**config.mk**
```make
export PLATFORM = sky130hd
export DESIGN_NAME = rr_arbiter_4
export DESIGN_NICKNAME = d
export VERILOG_FILES = /design/src/rtl/rr_arbiter_4_pkg.sv /design/src/rtl/mux_4to1.sv /design/src/rtl/rr_arbiter_4.sv
export SDC_FILE = /design/constraint.sdc
export NUM_CORES = 1
export LEC_CHECK = 0
export BUFFER_PORTS_ARGS = -buffer_cell sky130_fd_sc_hd__buf_4
export CAP_MARGIN = 40
export CORE_MARGIN = 2
export CORE_UTILIZATION = 45
export DETAILED_ROUTE_END_ITERATION = 12
export PLACE_DENSITY = 0.72
export SLEW_MARGIN = 20
export SYNTH_ARGS = -nofsm -noshare
export SYNTH_HDL_FRONTEND = slang
export SYNTH_SLANG_ARGS = --single-unit
```
**constraint.sdc**
```tcl
create_clock -name clk -period 1.75 [get_ports clk]
set_input_delay 0.2625 -clock clk [delete_from_list [all_inputs] [get_ports clk]]
set_output_delay 0.2625 -clock clk [all_outputs]
set_load 0.01 [all_outputs]
```
**src/rtl/rr_arbiter_4_pkg.sv**
```systemverilog
// rr_arbiter_4_pkg: shared state encoding, sizing constants and round-robin search helper
package rr_arbiter_4_pkg;
  typedef enum logic {IDLE, OWN} state_e;
  localparam int N_REQ = 4;
  localparam int SEL_W = 2;
  // returns {found, index}; scans from p upward so the lowest offset from p wins
  function automatic logic [SEL_W:0] rr_pick(input logic [N_REQ-1:0] r, input logic [SEL_W-1:0] p);
    logic [SEL_W-1:0] k;
    rr_pick = '0;
    for (int i = N_REQ - 1; i >= 0; i--) begin
      k = p + SEL_W'(i);
      if (r[k]) rr_pick = {1'b1, k};
    end
  endfunction
endpackage

```
**src/rtl/mux_4to1.sv**
```systemverilog
// mux_4to1: plain 4:1 single-bit multiplexer
module mux_4to1 (
  input  logic [3:0] data_i,
  input  logic [1:0] sel_i,
  output logic       y_o
);
  assign y_o = data_i[sel_i];
endmodule

```
**src/rtl/rr_arbiter_4.sv**
```systemverilog
// rr_arbiter_4: 4-way round-robin arbiter with hold limit, driving a shared data mux
module rr_arbiter_4
  import rr_arbiter_4_pkg::*;
#(
  parameter int MAX_HOLD = 8
) (
  input  logic             clk,
  input  logic             rst,
  input  logic [N_REQ-1:0] req,
  input  logic [N_REQ-1:0] data_in,
  output logic [N_REQ-1:0] gnt,
  output logic [SEL_W-1:0] select,
  output logic             valid,
  output logic             out
);
  localparam int CW = $clog2(MAX_HOLD);
  localparam logic [CW-1:0] CNT_MAX = CW'(MAX_HOLD - 1);

  state_e           state_q, state_d;
  logic [N_REQ-1:0] gnt_q, gnt_d;
  logic [SEL_W-1:0] sel_q, sel_d, ptr_q, ptr_d;
  logic [CW-1:0]    cnt_q, cnt_d;
  logic             valid_q;
  logic [N_REQ-1:0] others;
  logic [SEL_W:0]   win;
  logic             hold;
  logic             mux_y;

  // gnt_q is zero in IDLE, so masking the owner serves both states
  assign others = req & ~gnt_q;
  assign win    = rr_pick(others, ptr_q);
  assign hold   = (state_q == OWN) && req[sel_q] && !((cnt_q == CNT_MAX) && (|others));

  always_comb begin
    state_d = state_q;
    gnt_d   = gnt_q;
    sel_d   = sel_q;
    ptr_d   = ptr_q;
    cnt_d   = cnt_q;
    if (hold) begin
      cnt_d = (cnt_q == CNT_MAX) ? cnt_q : cnt_q + 1'b1;
    end else if (win[SEL_W]) begin
      state_d = OWN;
      sel_d   = win[SEL_W-1:0];
      gnt_d   = N_REQ'(1) << win[SEL_W-1:0];
      ptr_d   = win[SEL_W-1:0] + 1'b1;
      cnt_d   = '0;
    end else begin
      state_d = IDLE;
      gnt_d   = '0;
      cnt_d   = '0;
    end
  end

  always_ff @(posedge clk or posedge rst) begin
    if (rst) begin
      state_q <= IDLE;
      gnt_q   <= '0;
      sel_q   <= '0;
      ptr_q   <= '0;
      cnt_q   <= '0;
      valid_q <= 1'b0;
    end else begin
      state_q <= state_d;
      gnt_q   <= gnt_d;
      sel_q   <= sel_d;
      ptr_q   <= ptr_d;
      cnt_q   <= cnt_d;
      valid_q <= (state_d == OWN);
    end
  end

  mux_4to1 u_mux (
    .data_i (data_in),
    .sel_i  (sel_q),
    .y_o    (mux_y)
  );

  assign gnt    = gnt_q;
  assign select = sel_q;
  assign valid  = valid_q;
  assign out    = valid_q & mux_y;
endmodule

```
; Word-level counts from Yosys, hierarchy flattened
; Cells that the tools add are included.
[classes]
n_addsub = 5
magnitude_cmp = 5
eq_ne = 2
n_shift = 1
n_mux = 20
bitwise_logic = 4
n_reduce_logical = 6
[ops]
columns = operator, n
row1 = 2-to-1 mux 3 bit, 6
row2 = "< comparator 2 x 3 -> 1 bit, second input constant", 5
row3 = binary-select mux 1 bit (select 2 bit), 6
row4 = 2-to-1 mux 1 bit, 7
row5 = "adder 2 x 1 -> 2 bit, second input constant", 2
row6 = "adder 2 bit, second input constant", 2
row7 = bitwise AND 4 bit, 1
row8 = 2-to-1 mux 4 bit, 1
row9 = NOT 4 bit, 1
row10 = OR reduction 4 bit, 1
row11 = "left shift 1 x 2 -> 4 bit, first input constant", 1
row12 = "adder 3 x 1 -> 3 bit, second input constant", 1
row13 = "equality test 3 bit, second input constant", 1
row14 = logical AND 1 bit, 3
row15 = "inequality test 2 bit, second input constant", 1
row16 = AND reduction 2 bit, 1
row17 = bitwise AND 1 bit, 1
row18 = logical NOT 1 bit, 1
row19 = NOT 1 bit, 1
[totals]
regBits = 12
inputBits = 10
output_inout_bits = 8

; Depth between registers and ports, before layout
; Gate-level depths: netlist of run 1.
[depth]
depth_word = 10
ltp_mapped = 5

; Modules after synthesis
; From an unflattened synthesis of run 1, not the netlist that was laid out.
[unflattened]
hier_cells = 73
hier_area_um2 = 762.0
[modules_own_cells]
columns = mod, instances, cells_per_inst, area_per_inst_um2
row1 = rr_arbiter_4, 1, 72, 739.5
row2 = mux_4to1, 1, 1, 22.5

; Worst setup path before layout of run 1
; OpenSTA, ideal clock, no wires.
[synth_timing]
path_kind = register to register
startpoint = register sel_q[0], in the netlist select[0]
endpoint = register sel_q[1], in the netlist select[1]
t_arrival_ns = 1.649
setup_slack_ns = -0.023
stages_incl_launch_ff = 5
n_path_buf = 0
synth_period_minus_slack_ns = 1.773
cell_sequence = dfrtp_1 -> mux4_2 -> and3b_4 -> nor2_2 -> mux2_2
[synth_between]
elab_chain_len = 6
[synth_rtl]
columns = item, line_no
row1 = "start, declared", rr_arbiter_4.sv:21  ; logic [SEL_W-1:0] sel_q, sel_d, ptr_q, ptr_d;
row2 = "start signal, assigned", rr_arbiter_4.sv:66  ; sel_q <= sel_d;
row3 = binary-select mux 1 bit (select 2 bit), rr_arbiter_4.sv:32  ; assign hold = (state_q == OWN) && req[sel_q] && !((cnt_q == CNT_MAX) && (|others));
row4 = 2-to-1 mux 1 bit (not written as such), rr_arbiter_4.sv:32
row5 = logical AND 1 bit (2 in a row), rr_arbiter_4.sv:32
row6 = NOT 1 bit (no line), n/a
row7 = AND reduction 2 bit (no line), n/a
; No other way between the ends. The select of a mux whose other input is x is not followed.
; A chain may end at the register's enable or synchronous reset.

; Worst setup path in the final report of run 1
[layout_timing]
startpoint = register sel_q[0], in the netlist select[0]
endpoint = output port out
[layout_between]
elab_chain_len = 3
[layout_rtl]
columns = item, line_no
row1 = binary-select mux 1 bit (select 2 bit), mux_4to1.sv:7  ; assign y_o = data_i[sel_i];
row2 = 2-to-1 mux 1 bit (not written as such), mux_4to1.sv:7
row3 = bitwise AND 1 bit, rr_arbiter_4.sv:82  ; assign out = valid_q & mux_y;
row4 = "end, declared", rr_arbiter_4.sv:14  ; output logic out
; No other way between the ends. The select of a mux whose other input is x is not followed.

==> results of run 1 <==
-- kinds of logic (layout without fill, tap and decap cells) --
family	count (synthesis)	count (layout)	share of synthesized area, %
flops	12	12	41.7
fa+ha+maj	2	2	3.48
simple gates	26	26	24.7
compound gates	16	16	15.3
mux	6	6	12.5
buf+inv	2	34	1.04
xor+xnor	1	1	1.22
-- layout make-up --
class	instances	area share [%]
sequential	12	29.2
multi-input combinational	51	43.4
tap	16	1.95
timing repair buffer	28	21.2
clock buffer	4	3.53
inverter	2	0.731
-- worst max-delay path by stage --
| stage | from | end | slack, ps | cells past startpoint |
|---|---|---|---|---|
| 4_1_cts | select[0] | gnt[1] | -20 | 5 |
| 2_1_floorplan | select[0] | select[1] | 20 | 4 |
| 5_1_grt | select[0] | gnt[1] | -60 | 5 |
| 6_report | select[0] | out | -20 | 4 |
| 3_3_place_gp | select[0] | gnt[0] | 50 | 4 |
| 3_5_place_dp | select[0] | gnt[0] | 40 | 4 |
-- state kept, by name (all words and copies together) (netlist names) --
signal,count
select,2
ptr_q,2
cnt_q,3
gnt,4
valid,1
-- Yosys cell counts, drive strengths merged --
library cell | instances | area, sq um
a21oi | 2 | 10.0
nand3 | 3 | 15.0
mux2 | 1 | 11.3
ha | 2 | 25.0
a21o | 1 | 7.51
a31oi | 1 | 6.26
o41ai | 1 | 8.76
a32o | 2 | 20.0
nor4b | 1 | 8.76
nor2 | 4 | 17.5
or2 | 1 | 8.76
mux2i | 3 | 30.0
o31ai | 3 | 22.5
a2bb2oi | 1 | 8.76
and2b | 1 | 7.51
mux4 | 2 | 48.8
nand2 | 3 | 11.3
dfrtp | 12 | 300
nand2b | 1 | 6.26
and2 | 3 | 20.0
o22ai | 1 | 6.26
nand3b | 2 | 15.0
or3 | 1 | 7.51
nor4 | 1 | 21.3
nor2b | 3 | 18.8
and3 | 1 | 7.51
inv | 2 | 7.51
o21ai | 4 | 20.0
and3b | 1 | 12.5
xor2 | 1 | 8.76
-- layer usage --
| layer | wire length, um | share of wire (%) | global-route usage, % |
|---|---|---|---|
| met1 | 735 | 42 | 26.3 |
| met2 | 922 | 52 | 37.4 |
| met3 | 76 | 4.3 | 2.50 |
| met4 | 23 | 1.3 | 5.45 |
| met5 | 0 | 0 | 0 |
-- power by group through the flow --
stage,Sequential [mW],Combinational [mW],Clock (mW)
finish,0.479,1.07,0.222
detailed placement,0.484,0.870,0
CTS,0.477,1.04,0.229
floorplan,0.504,0.521,0
global route,0.495,1.16,0.235
global placement,0.477,0.846,0
-- stage by stage --
step	setup TNS (ps)	util [%]
3_5_place_dp	0	61.4
5_1_grt	-245	68.2
6_report	-35.2	68.2
2_1_floorplan	0	-
3_3_place_gp	0	61.4
4_1_cts	-44.2	67.4
-- worst register-to-register path, delay by kind of cell, from the launching register on --
| kind | cells | cell delay [ps] |
|---|---|---|
| AND/OR/NAND/NOR | 2 | 490 |
| buffers and inverters | 1 | 120 |
| multiplexers | 1 | 490 |
| AO/OA/AOI/OAI | 1 | 210 |
| flip-flops | 1 | 370 |
-- what timing repair did --
| item | CTS | global route |
|---|---|---|
| gates resized for setup | 7 | 4 |
| buffers inserted | 4 | 0 |
| pin swaps | 5 | 1 |
| endpoints found under the setup margin | 1 | 8 |
==> reports/results.env, run 1 <==
ROUTE.DETAILED.VIAS_PER_INST=5.84
CTS-ROOT-TO-SINK-BUFFERS=2
ANTENNA_FOUND_INITIAL=0
DRT-TOTAL-WL_MM=1.76
MAX_FREQ_GHz=0.565
CTS-BUFFERS-INSERTED=3
SEQCELLAREA_SQ_UM=300
SHARE_OF_CELLS_ABOVE_DRIVE_STRENGTH_1_PCT=49.5
WORSTPATHMAXFANOUT=2
CRITICAL-PATH-TOP-DELAY-FAMILY='multiplexers'
POWER.SEQUENTIAL.FRACTION_PCT=27.1
CP-END-KIND='primary output'
VIAS=660
SYNTHESIS.AREA_PER_INSTANCE_SQ_UM=11.1
FINAL_COMMON_CELL='sky130_fd_sc_hd__buf_4'
FIRSTDRTPASSITERS=4
SYNTHCELLS=65
DETAILEDPLACEMENTHPWL_MM=1.32
DIE_X_UM=44.0
FINALINSTANCEAREA_SQ_MM=0.00103
GRT_SETUP_UNREPAIRED='yes'
FINAL_HOLD_VIOL_COUNT=7
WORST_SETUP_PATH_START_KIND='flip-flop'
SYNTHESIS.NETS=77
CLOCK-SINKS=12
DATA_REQUIRED_TIME_AT_THE_WORST_ENDPOINT_PS=1490
ROUTE.DETAILED.DRC=0
WORST_IR_DROP_VDD_mV=0.995
PORT-BUFFER-COUNT=17
P_COMB_SHARE_PCT=60.4
PATH_COMMON_CELL='sky130_fd_sc_hd__buf_6'
SYN2LAYOUT_AREA_GROWTH_PCT=42.8
GRT_PASS1_WL_MM=2.95
MAXIMUM_LEVEL_OF_THE_CTS_H_TREE=1
CELL_DEPTH_OF_THE_WORST_FLOP_TO_FLOP_PATH=5
STARTING_UTILIZATION_OF_THE_CORE_AREA_PCT=47.8
FINALWORSTSETUPSLACK_PS=-19.5
LAYOUT.FILLER_CELLS=129
DESIGN_POWER_TOTAL_mW=1.77
DETAIL_ROUTE.ITER0.VIOLATIONS=12
FIN_CRIT_SH_PCT=101
FIRST_GLOBAL_VIAS=670
TIMING.FINAL.SETUP_VIOLATIONS=3
POWER_DENSITY_mW_PER_MM2=1720
POST-PLACE-WS_PS=38.1
LEAKAGE_COMPONENT_OF_THE_POWER_nW=0.477
TIMING.CRITICAL_PATH.ARRIVAL_PS=1510
FINALHOLDWORSTSLACK_PS=-4.52
FP.COREAREA_SQ_MM=0.00151
MOST-COMMON-LAYOUT-CELLS='26 x sky130_fd_sc_hd__buf_4, 12 x sky130_fd_sc_hd__dfrtp_1'
SYNTH_SEQUENTIAL_AREA_RATIO_PCT=41.7
REGTOREGENDPOINT='gnt[1]'
INSTANCES_NO_FILL=113
DRV_SLEW=0
PATH_CELLS='buf_6, mux4_2, and2_4, buf_6'
GRT_MAX_DEGREE=13
REPORTED_MAX_CAP_VIOLATION_COUNT=0
SYNTHESIS.AREA_SQ_UM=719
POSTPLACECELLAREA_SQ_UM=925
GRT_UTIL_ALL_LAYERS_PCT=20.8
TRITONCTS='done'
FIN_CRIT_PS=1770
P_SW_mW=0.683
IO-PIN-COUNT=18
TOTAL_NETS_FINAL=110
REG2REG_SETUP_SLACK_PS=-10
PLACE_CONGESTION=0.846
CRITPATHMAXSTAGEDELAY_PS=490
ANT_NETS=0
DIE_HEIGHT_UM=44.0
ANTENNA-DIODE-COUNT=0
DIE_AREA_SQ_MM=0.00193
DP.CELLS=105
OUTCOME='finished with violations'
GR-TOTAL-OVERFLOW=0
TIGHTESTPINTRANSITION_PS=468
VIOLATIONS='hold timing, setup timing'
MAX-SLEW-MARGIN-REL_PCT=68.7
INTERNAL_POWER_CONTRIBUTION_mW=1.09
CRITPATHBUFINV=2
NUMBER_OF_PLACEMENT_ROWS=14
MULTI_INPUT_COMB_AREA_SQ_UM=445
FLOP_AND_LATCH_COUNT_OUT_OF_SYNTHESIS=12
R2R-START='select[0]'
TIMING.CLOCK.SKEW_PS=7.27
POST_DRT_WL_PER_CELL_UM=15.5
POWER.SHARE.CLOCK_PCT=12.6
POWER.SWITCHING_FRACTION_PCT=38.6
HOLDBUFCOUNTCTS=0
HOLDCRITPATHCLASS='input port to asynchronous set/reset pin'
CLK_TRANSITION_REPORTED_PATHS_PS=80
CRITICAL_PATH_CLASS='flip-flop to primary output'
CLOCK_TREE_ROOT_DRIVER_CELL='sky130_fd_sc_hd__clkbuf_4'
CPMAXSTAGEDELAYCELL='sky130_fd_sc_hd__mux4_2'
NETLIST-CELL-TYPE-COUNT=33
WARNINGS_FROM_YOSYS=0
INSERTION_DELAY_PS=280
Note: power is estimated with default switching activity, not from simulation.
==> inputs of run 2 (changes only) <==
- ABC_AREA: unset -> 1
- CORE_UTILIZATION: 45 -> 47
- PLACE_DENSITY: 0.72 -> 0.73
- SYNTH_HIERARCHICAL: unset -> 1
- clock period: 1.75 -> 1.5 ns (I/O delays scaled with it)
==> run 2 against run 1 <==
The run ends with setup timing left. Cell area is 32% higher. Count of clock-buffer cells in the layout is 1 lower. Clock power is 15% lower. Synthesized cell count is 110% higher. Global-route usage is 1.2 points higher. Utilization is 10 points higher. Critical path type is now flip-flop to flip-flop. Largest cell class unchanged. Highest routed layer unchanged.
==> reports/results.env, run 2 <==
ROUTE.MET3.WL_UM=157
MULTI_INPUT_COMB_AREA_SQ_UM=629
POWER.SHARE.CLOCK_PCT=5.7
GRT_SETUP_UNREPAIRED='yes'
SYNTHTOPCELLSBYAREA='sky130_fd_sc_hd__dfrtp_1 34%, sky130_fd_sc_hd__nand2_1 22%, sky130_fd_sc_hd__nand3_1 9.2%, sky130_fd_sc_hd__inv_1 8.6%, sky130_fd_sc_hd__nand2_2 4.3%'
INSTANCES_NO_FILL=197
POWER.SWITCHING_FRACTION_PCT=50.7
DETAILEDPLACEMENTHPWL_MM=1.65
DETAIL_ROUTE.ITER0.VIOLATIONS=28
HOLDCRITPATHCLASS='input port to flip-flop'
VIAS=1003
CRITICAL_PATH_CLASS='flip-flop to flip-flop'
ANT_NETS=0
DRV_SLEW=0
MAX-SLEW-MARGIN-REL_PCT=71.0
INSERTION_DELAY_PS=260
FINAL_HOLD_VIOL_COUNT=0
TIMING.CLOCK.SKEW_PS=1.75
P_COMB_SHARE_PCT=75.5
TOTAL_NETS_FINAL=186
NUMBER_OF_PLACEMENT_ROWS=15
PATH_COMMON_CELL='sky130_fd_sc_hd__nand2_1'
TOP_LAYER='met4'
DRT-MET1-WL_MM=1.06
CTS-BUFFERS-INSERTED=3
WORSTSETUPPATHDEPTH=12
SYNTH-EDFF-COUNT=0
FINALHOLDWORSTSLACK_PS=488
CRITICAL-PATH-TOP-DELAY-FAMILY='simple AND/OR/NAND/NOR gates'
CPMAXSTAGEDELAYCELL='sky130_fd_sc_hd__dfrtp_2'
CLOCK_TREE_ROOT_DRIVER_CELL='sky130_fd_sc_hd__clkbuf_4'
LEAKAGE_COMPONENT_OF_THE_POWER_nW=0.743
CRITICAL_PATH.STARTPOINT='ptr_q[0]'
ROUTE.DETAILED.VIAS_PER_INST=5.09
STARTING_UTILIZATION_OF_THE_CORE_AREA_PCT=50.4
GR-TOTAL-OVERFLOW=0
TIMING.FINAL.SETUP_VIOLATIONS=8
ANTENNA_FOUND_INITIAL=0
WARNINGS_FROM_YOSYS=6
MOST-COMMON-LAYOUT-CELLS='37 x sky130_fd_sc_hd__nand2_1, 32 x sky130_fd_sc_hd__buf_4, 15 x sky130_fd_sc_hd__inv_1, 11 x sky130_fd_sc_hd__nand2_2, 11 x sky130_fd_sc_hd__dfrtp_1'
REG2REG_SETUP_SLACK_PS=-110
SYNTHDOMINANTCELLAREASHARE_PCT=34.5
SYNTHESIS.AREA_PER_INSTANCE_SQ_UM=6.50
SYN2LAYOUT_AREA_GROWTH_PCT=55.5
WORSTPATHMAXFANOUT=7
ANTENNA-DIODE-COUNT=0
SYNTHCELLS=134
PORT-BUFFER-COUNT=17
SYNTHESIS.NETS=146
DESIGN_POWER_TOTAL_mW=3.30
WORST_SETUP_PATH_START_KIND='flip-flop'
POST-PLACE-WS_PS=-105
CRITPATHBUFINV=1
FLOP_AND_LATCH_COUNT_OUT_OF_SYNTHESIS=12
POSTSYNTH.ASYNCRESETSHARE_PCT=100
DIE_HEIGHT_UM=47.0
ROUTE.DETAILED.DRC=0
DP.CELLS=189
DIE_AREA_SQ_MM=0.00221
FIN_CRIT_PS=1610
SEQCELLAREA_SQ_UM=302
R2R-START='ptr_q[0]'
CTS-ROOT-TO-SINK-BUFFERS=2
CELL_DEPTH_OF_THE_WORST_FLOP_TO_FLOP_PATH=12
CRITPATHCAPTURE='gnt[0]'
CP-END-KIND='flip-flop'
MAX_FREQ_GHz=0.622
SYNTHMOSTINSTANTIATEDCELL='sky130_fd_sc_hd__nand2_1'
CLK_TRANSITION_REPORTED_PATHS_PS=70
REPORTED_MAX_CAP_VIOLATION_COUNT=0
FINAL_COMMON_CELL='sky130_fd_sc_hd__nand2_1'
WORST_IR_DROP_VDD_mV=1.72
CRITPATHMAXSTAGEDELAY_PS=480
TIGHTESTPINTRANSITION_PS=434
CLOCK-SINKS=12
P_SW_mW=1.67
FIRSTDRTPASSITERS=4
FP.COREAREA_SQ_MM=0.00173
FIRST_GLOBAL_VIAS=846
IO-PIN-COUNT=18
NETLIST-CELL-TYPE-COUNT=19
DATA_REQUIRED_TIME_AT_THE_WORST_ENDPOINT_PS=1660
DIE_X_UM=47.0
GRT_MAX_DEGREE=13
MAXIMUM_LEVEL_OF_THE_CTS_H_TREE=1
SYNTH_COMMON_CELLS='50 x sky130_fd_sc_hd__nand2_1, 20 x sky130_fd_sc_hd__inv_1, 16 x sky130_fd_sc_hd__nand3_1'
TRITONCTS='done'
SYNTHESIS.AREA_SQ_UM=871
POST_DRT_WL_PER_CELL_UM=12.5
TIMING.CRITICAL_PATH.ARRIVAL_PS=1760
OUTCOME='finished with violations'
FIN_CRIT_SH_PCT=107
DRT-TOTAL-WL_MM=2.47
GRT_PASS1_WL_MM=3.45
FINALWORSTSETUPSLACK_PS=-107
PLACE_CONGESTION=0.851
SHARE_OF_CELLS_ABOVE_DRIVE_STRENGTH_1_PCT=46.5
POWER.SEQUENTIAL.FRACTION_PCT=18.8
MAX_REG_FLOPS=4
GRT_UTIL_ALL_LAYERS_PCT=22.0
LAYOUT.FILLER_CELLS=121
REGTOREGENDPOINT='gnt[0]'
POWER_DENSITY_mW_PER_MM2=2440
YOSYSTOPAREACELL='sky130_fd_sc_hd__dfrtp_1'
MET2WIRELENGTH_MM=1.22
SYNTH_FF_TYPE='sky130_fd_sc_hd__dfrtp_1'
INTERNAL_POWER_CONTRIBUTION_mW=1.63
VIOLATIONS='setup timing'
SYNTH_SEQUENTIAL_AREA_RATIO_PCT=34.5
PATH_CELLS='inv_4, nand3_1, nand2_1, nand2_1, nand2_2, nand2_2, nand2_1, nand2_1, nand2_4, nor2_4, nand2_1, nand2_1'
[run 2: worst register-to-register path, cell delays in order, from the launching register on]
cell and delay (ps):
sky130_fd_sc_hd__dfrtp_2 480, sky130_fd_sc_hd__inv_4 140, sky130_fd_sc_hd__nand3_1 100, sky130_fd_sc_hd__nand2_1 110, sky130_fd_sc_hd__nand2_1 100, sky130_fd_sc_hd__nand2_2 110
sky130_fd_sc_hd__nand2_2 70, sky130_fd_sc_hd__nand2_1 50, sky130_fd_sc_hd__nand2_1 80, sky130_fd_sc_hd__nand2_4 110, sky130_fd_sc_hd__nor2_4 50, sky130_fd_sc_hd__nand2_1 60
sky130_fd_sc_hd__nand2_1 40
[run 2: how the worst min path moves through the flow]
stage                      start        to  slack (ps)  cells after the start
final                     req[0]    gnt[0]         490                      6
after global routing      req[0]    gnt[0]         540                      5
after CTS                 req[0]    gnt[0]         490                      5
after detailed placement     rst    gnt[3]         260                      2
after global placement       rst    gnt[3]         260                      2
after floorplan              rst  cnt_q[0]          90                      1
[run 2: cell families after synthesis]
logic type	count (synthesis)	synth area share [%]
AND/OR/NAND/NOR	83	42.1
buffers and inverters	23	10.8
AO/OA/AOI/OAI	13	8.77
flip-flops	12	34.5
adder cells (fa/ha/maj)	2	2.87
XOR/XNOR	1	1.01
[run 2: power by group through the flow]
stage / clock network, mW / logic [mW] / registers [mW]
5_1_grt: 0.208 / 2.74 / 0.638
6_report: 0.188 / 2.49 / 0.620
4_1_cts: 0.196 / 2.03 / 0.606
3_5_place_dp: 0 / 1.87 / 0.596
3_3_place_gp: 0 / 1.84 / 0.587
2_1_floorplan: 0 / 1.21 / 0.613
[run 2: cell type report]
cell class | instances | area share (%)
timing repair buffer | 36 | 21.0
sequential | 12 | 22.3
inverter | 22 | 6.28
clock buffer | 3 | 1.66
multi-input combinational | 99 | 46.5
tap | 25 | 2.31
[run 2: metal layers]
metal | up-vias | global-route usage, %
met3 | 4 | 3.46
met2 | 52 | 37.0
met1 | 443 | 29.1
met4 | 0 | 7.22
li1 | 504 | -
met5 | - | 0
[run 2: what timing repair did]
item                                    4_1_cts  5_1_grt
hold endpoints to repair                     12        0
pin swaps                                     9       11
gates resized for setup                      15       32
endpoints found under the setup margin        9        9
hold buffers                                  1        0
setup buffers                                 3        1
[run 2: metrics by stage]
step	instance area [sq um]	setup TNS (ps)	utilization, %
6_report	1350	-530	78.4
5_1_grt	1350	-1430	78.4
4_1_cts	1230	-62.2	71.5
3_5_place_dp	1140	-529	65.8
3_3_place_gp	1140	-281	65.8
2_1_floorplan	883	0	-
==> inputs of run 3 (changes only) <==
- ABC_CLOCK_PERIOD_IN_PS: unset -> 1990
- CORE_UTILIZATION: 47 -> 50
- PLACE_DENSITY: 0.73 -> 0.74
- clock period: 1.5 -> 1.99 ns (I/O delays scaled with it)
==> run 3 against run 2 <==
Power decreased by 45%. Worst hold slack got worse by 460 ps. The run now ends clean. Highest routed layer unchanged. Flip-flop and latch count unchanged.
==> reports/results.env, run 3 (synthesized netlist as in run 2, its figures left out) <==
ANTENNA-DIODE-COUNT=0
GR-TOTAL-OVERFLOW=0
DATA_REQUIRED_TIME_AT_THE_WORST_ENDPOINT_PS=2140
FIN_CRIT_SH_PCT=88.1
PATH_COMMON_CELL='sky130_fd_sc_hd__ha_1'
WORST_SETUP_PATH_START_KIND='flip-flop'
ROUTE.DETAILED.VIAS_PER_INST=5.13
CRITPATHBUFINV=1
TIMING.CRITICAL_PATH.ARRIVAL_PS=1910
POWER.SEQUENTIAL.FRACTION_PCT=25.8
SHARE_OF_CELLS_ABOVE_DRIVE_STRENGTH_1_PCT=22.1
DIE_X_UM=45.7
WORSTSETUPPATHDEPTH=8
SETUP_TNS_PS=0
CPMAXSTAGEDELAYCELL='sky130_fd_sc_hd__dfrtp_1'
CRITICAL-PATH-TOP-DELAY-FAMILY='simple AND/OR/NAND/NOR gates'
GRT_PASS1_WL_MM=3.03
MAXIMUM_LEVEL_OF_THE_CTS_H_TREE=1
P_COMB_SHARE_PCT=63.8
ROUTE.DETAILED.DRC=0
DRT-TOTAL-WL_MM=1.86
CTS-BUFFERS-INSERTED=3
LAYOUT.CORE_UTILIZATION_PCT=61.9
VIAS=878
DRV_SLEW=0
DETAIL_ROUTE.ITER0.VIOLATIONS=31
P_SW_mW=0.918
WORST_IR_DROP_VDD_mV=0.894
ANTENNA_FOUND_INITIAL=0
REPORTED_MAX_CAP_VIOLATION_COUNT=0
FINALHOLDWORSTSLACK_PS=26.4
CELL_DEPTH_OF_THE_WORST_FLOP_TO_FLOP_PATH=8
PORT-BUFFER-COUNT=17
HOLDCRITPATHCLASS='input port to asynchronous set/reset pin'
TIMING.FINAL.SETUP_VIOLATIONS=0
FIRST_GLOBAL_VIAS=727
DESIGN_POWER_TOTAL_mW=1.82
TRITONCTS='done'
PATH_CELLS='ha_1, ha_1, nand2_1, nand3_2, nand2_2, inv_1, nand3_1, o21ai_1'
TOTAL_NETS_FINAL=167
MOST-COMMON-LAYOUT-CELLS='50 x sky130_fd_sc_hd__nand2_1, 20 x sky130_fd_sc_hd__inv_1, 17 x sky130_fd_sc_hd__buf_4, 16 x sky130_fd_sc_hd__nand3_1, 12 x sky130_fd_sc_hd__dfrtp_1'
CLOCK_TREE_ROOT_DRIVER_CELL='sky130_fd_sc_hd__clkbuf_4'
IO-PIN-COUNT=18
CRITICAL_PATH_CLASS='flip-flop to flip-flop'
GRT_SETUP_UNREPAIRED='no'
FP.COREAREA_SQ_MM=0.00169
SYN2LAYOUT_AREA_GROWTH_PCT=20.0
CTS.REPAIR_TIMING.SETUP_BUFFER_COUNT=0
POWER.SWITCHING_FRACTION_PCT=50.4
DIE_HEIGHT_UM=45.7
PLACE_CONGESTION=0.856
FINAL_COMMON_CELL='sky130_fd_sc_hd__nand2_1'
INSERTION_DELAY_PS=270
TIGHTESTPINTRANSITION_PS=445
FIRSTDRTPASSITERS=4
CLOCK-SINKS=12
HOLDBUFCOUNTCTS=0
GRT_UTIL_ALL_LAYERS_PCT=19.7
ANT_NETS=0
OUTCOME='completed'
POST_DRT_WL_PER_CELL_UM=10.9
CP-END-KIND='flip-flop'
STARTING_UTILIZATION_OF_THE_CORE_AREA_PCT=51.6
INTERNAL_POWER_CONTRIBUTION_mW=0.902
CTS-ROOT-TO-SINK-BUFFERS=2
MAX_FREQ_GHz=0.570
FINAL_HOLD_VIOL_COUNT=0
GRT_MAX_DEGREE=13
CTS_RESIZED=0
MAX_REG_FLOPS=4
CRITPATHMAXSTAGEDELAY_PS=410
FIN_CRIT_PS=1750
POWER_DENSITY_mW_PER_MM2=1740
POWER.SHARE.CLOCK_PCT=10.4
DETAILEDPLACEMENTHPWL_MM=1.51
CLK_TRANSITION_REPORTED_PATHS_PS=70
DIE_AREA_SQ_MM=0.00209
WORSTPATHMAXFANOUT=8
LEAKAGE_COMPONENT_OF_THE_POWER_nW=0.615
TIMING.CLOCK.SKEW_PS=3.06
MAX-SLEW-MARGIN-REL_PCT=70.3
NUMBER_OF_PLACEMENT_ROWS=15
## run 3: changes by cell type in the layout (fill, tap and decap cells not counted), sizes merged
cell         before  now
buf              35   17
clkbuf            3    4
dlygate4sd3       1    0
## run 3: worst reg2reg max path, stage by stage, from the launching register on
cell and delay (ps):
sky130_fd_sc_hd__dfrtp_1 410, sky130_fd_sc_hd__ha_1 200, sky130_fd_sc_hd__ha_1 240, sky130_fd_sc_hd__nand2_1 120, sky130_fd_sc_hd__nand3_2 190, sky130_fd_sc_hd__nand2_2 210, sky130_fd_sc_hd__inv_1 90, sky130_fd_sc_hd__nand3_1 110
sky130_fd_sc_hd__o21ai_1 80
## run 3: final cells by class
| type | instances | area (sq um) |
|---|---|---|
| clock buffer | 4 | 36.3 |
| fill | 161 | 644 |
| inverter | 22 | 82.6 |
| multi-input combinational | 99 | 477 |
| sequential | 12 | 300 |
| tap | 17 | 21.3 |
| timing repair buffer | 17 | 128 |
## run 3: through the flow
step | cells | cell area [sq um] | worst slack, ps
global placement | 167 | 1010 | 255
floorplan | 134 | 871 | 450
global route | 171 | 1040 | 70.1
finish | 171 | 1040 | 237
detailed placement | 167 | 1010 | 256
CTS | 171 | 1040 | 239
## run 3: metal layers
metal | part of all wire [%] | global-route usage, %
met5 | 0 | 0
met4 | 0.65 | 5.14
met3 | 5.5 | 2.78
met2 | 46 | 31.0
met1 | 48 | 28.6
## run 3: power groups by stage
stage / clock (mW) / sequential, mW / combinational, mW
final: 0.189 / 0.470 / 1.16
after global routing: 0.208 / 0.489 / 1.33
after CTS: 0.194 / 0.469 / 1.17
after detailed placement: 0 / 0.474 / 1.17
after global placement: 0 / 0.467 / 1.15
after floorplan: 0 / 0.459 / 0.890
## run 3: final timing paths
path / start / endpoint / slack (ps)
max: cnt_q[0] / gnt[1] / 240
min: rst / select[0] / 30
max reg2reg: cnt_q[0] / gnt[1] / 240
min reg2reg: cnt_q[1] / cnt_q[1] / 530
max in group asynchronous: rst / ptr_q[1] / 1650
min in group clk: req[0] / gnt[0] / 510
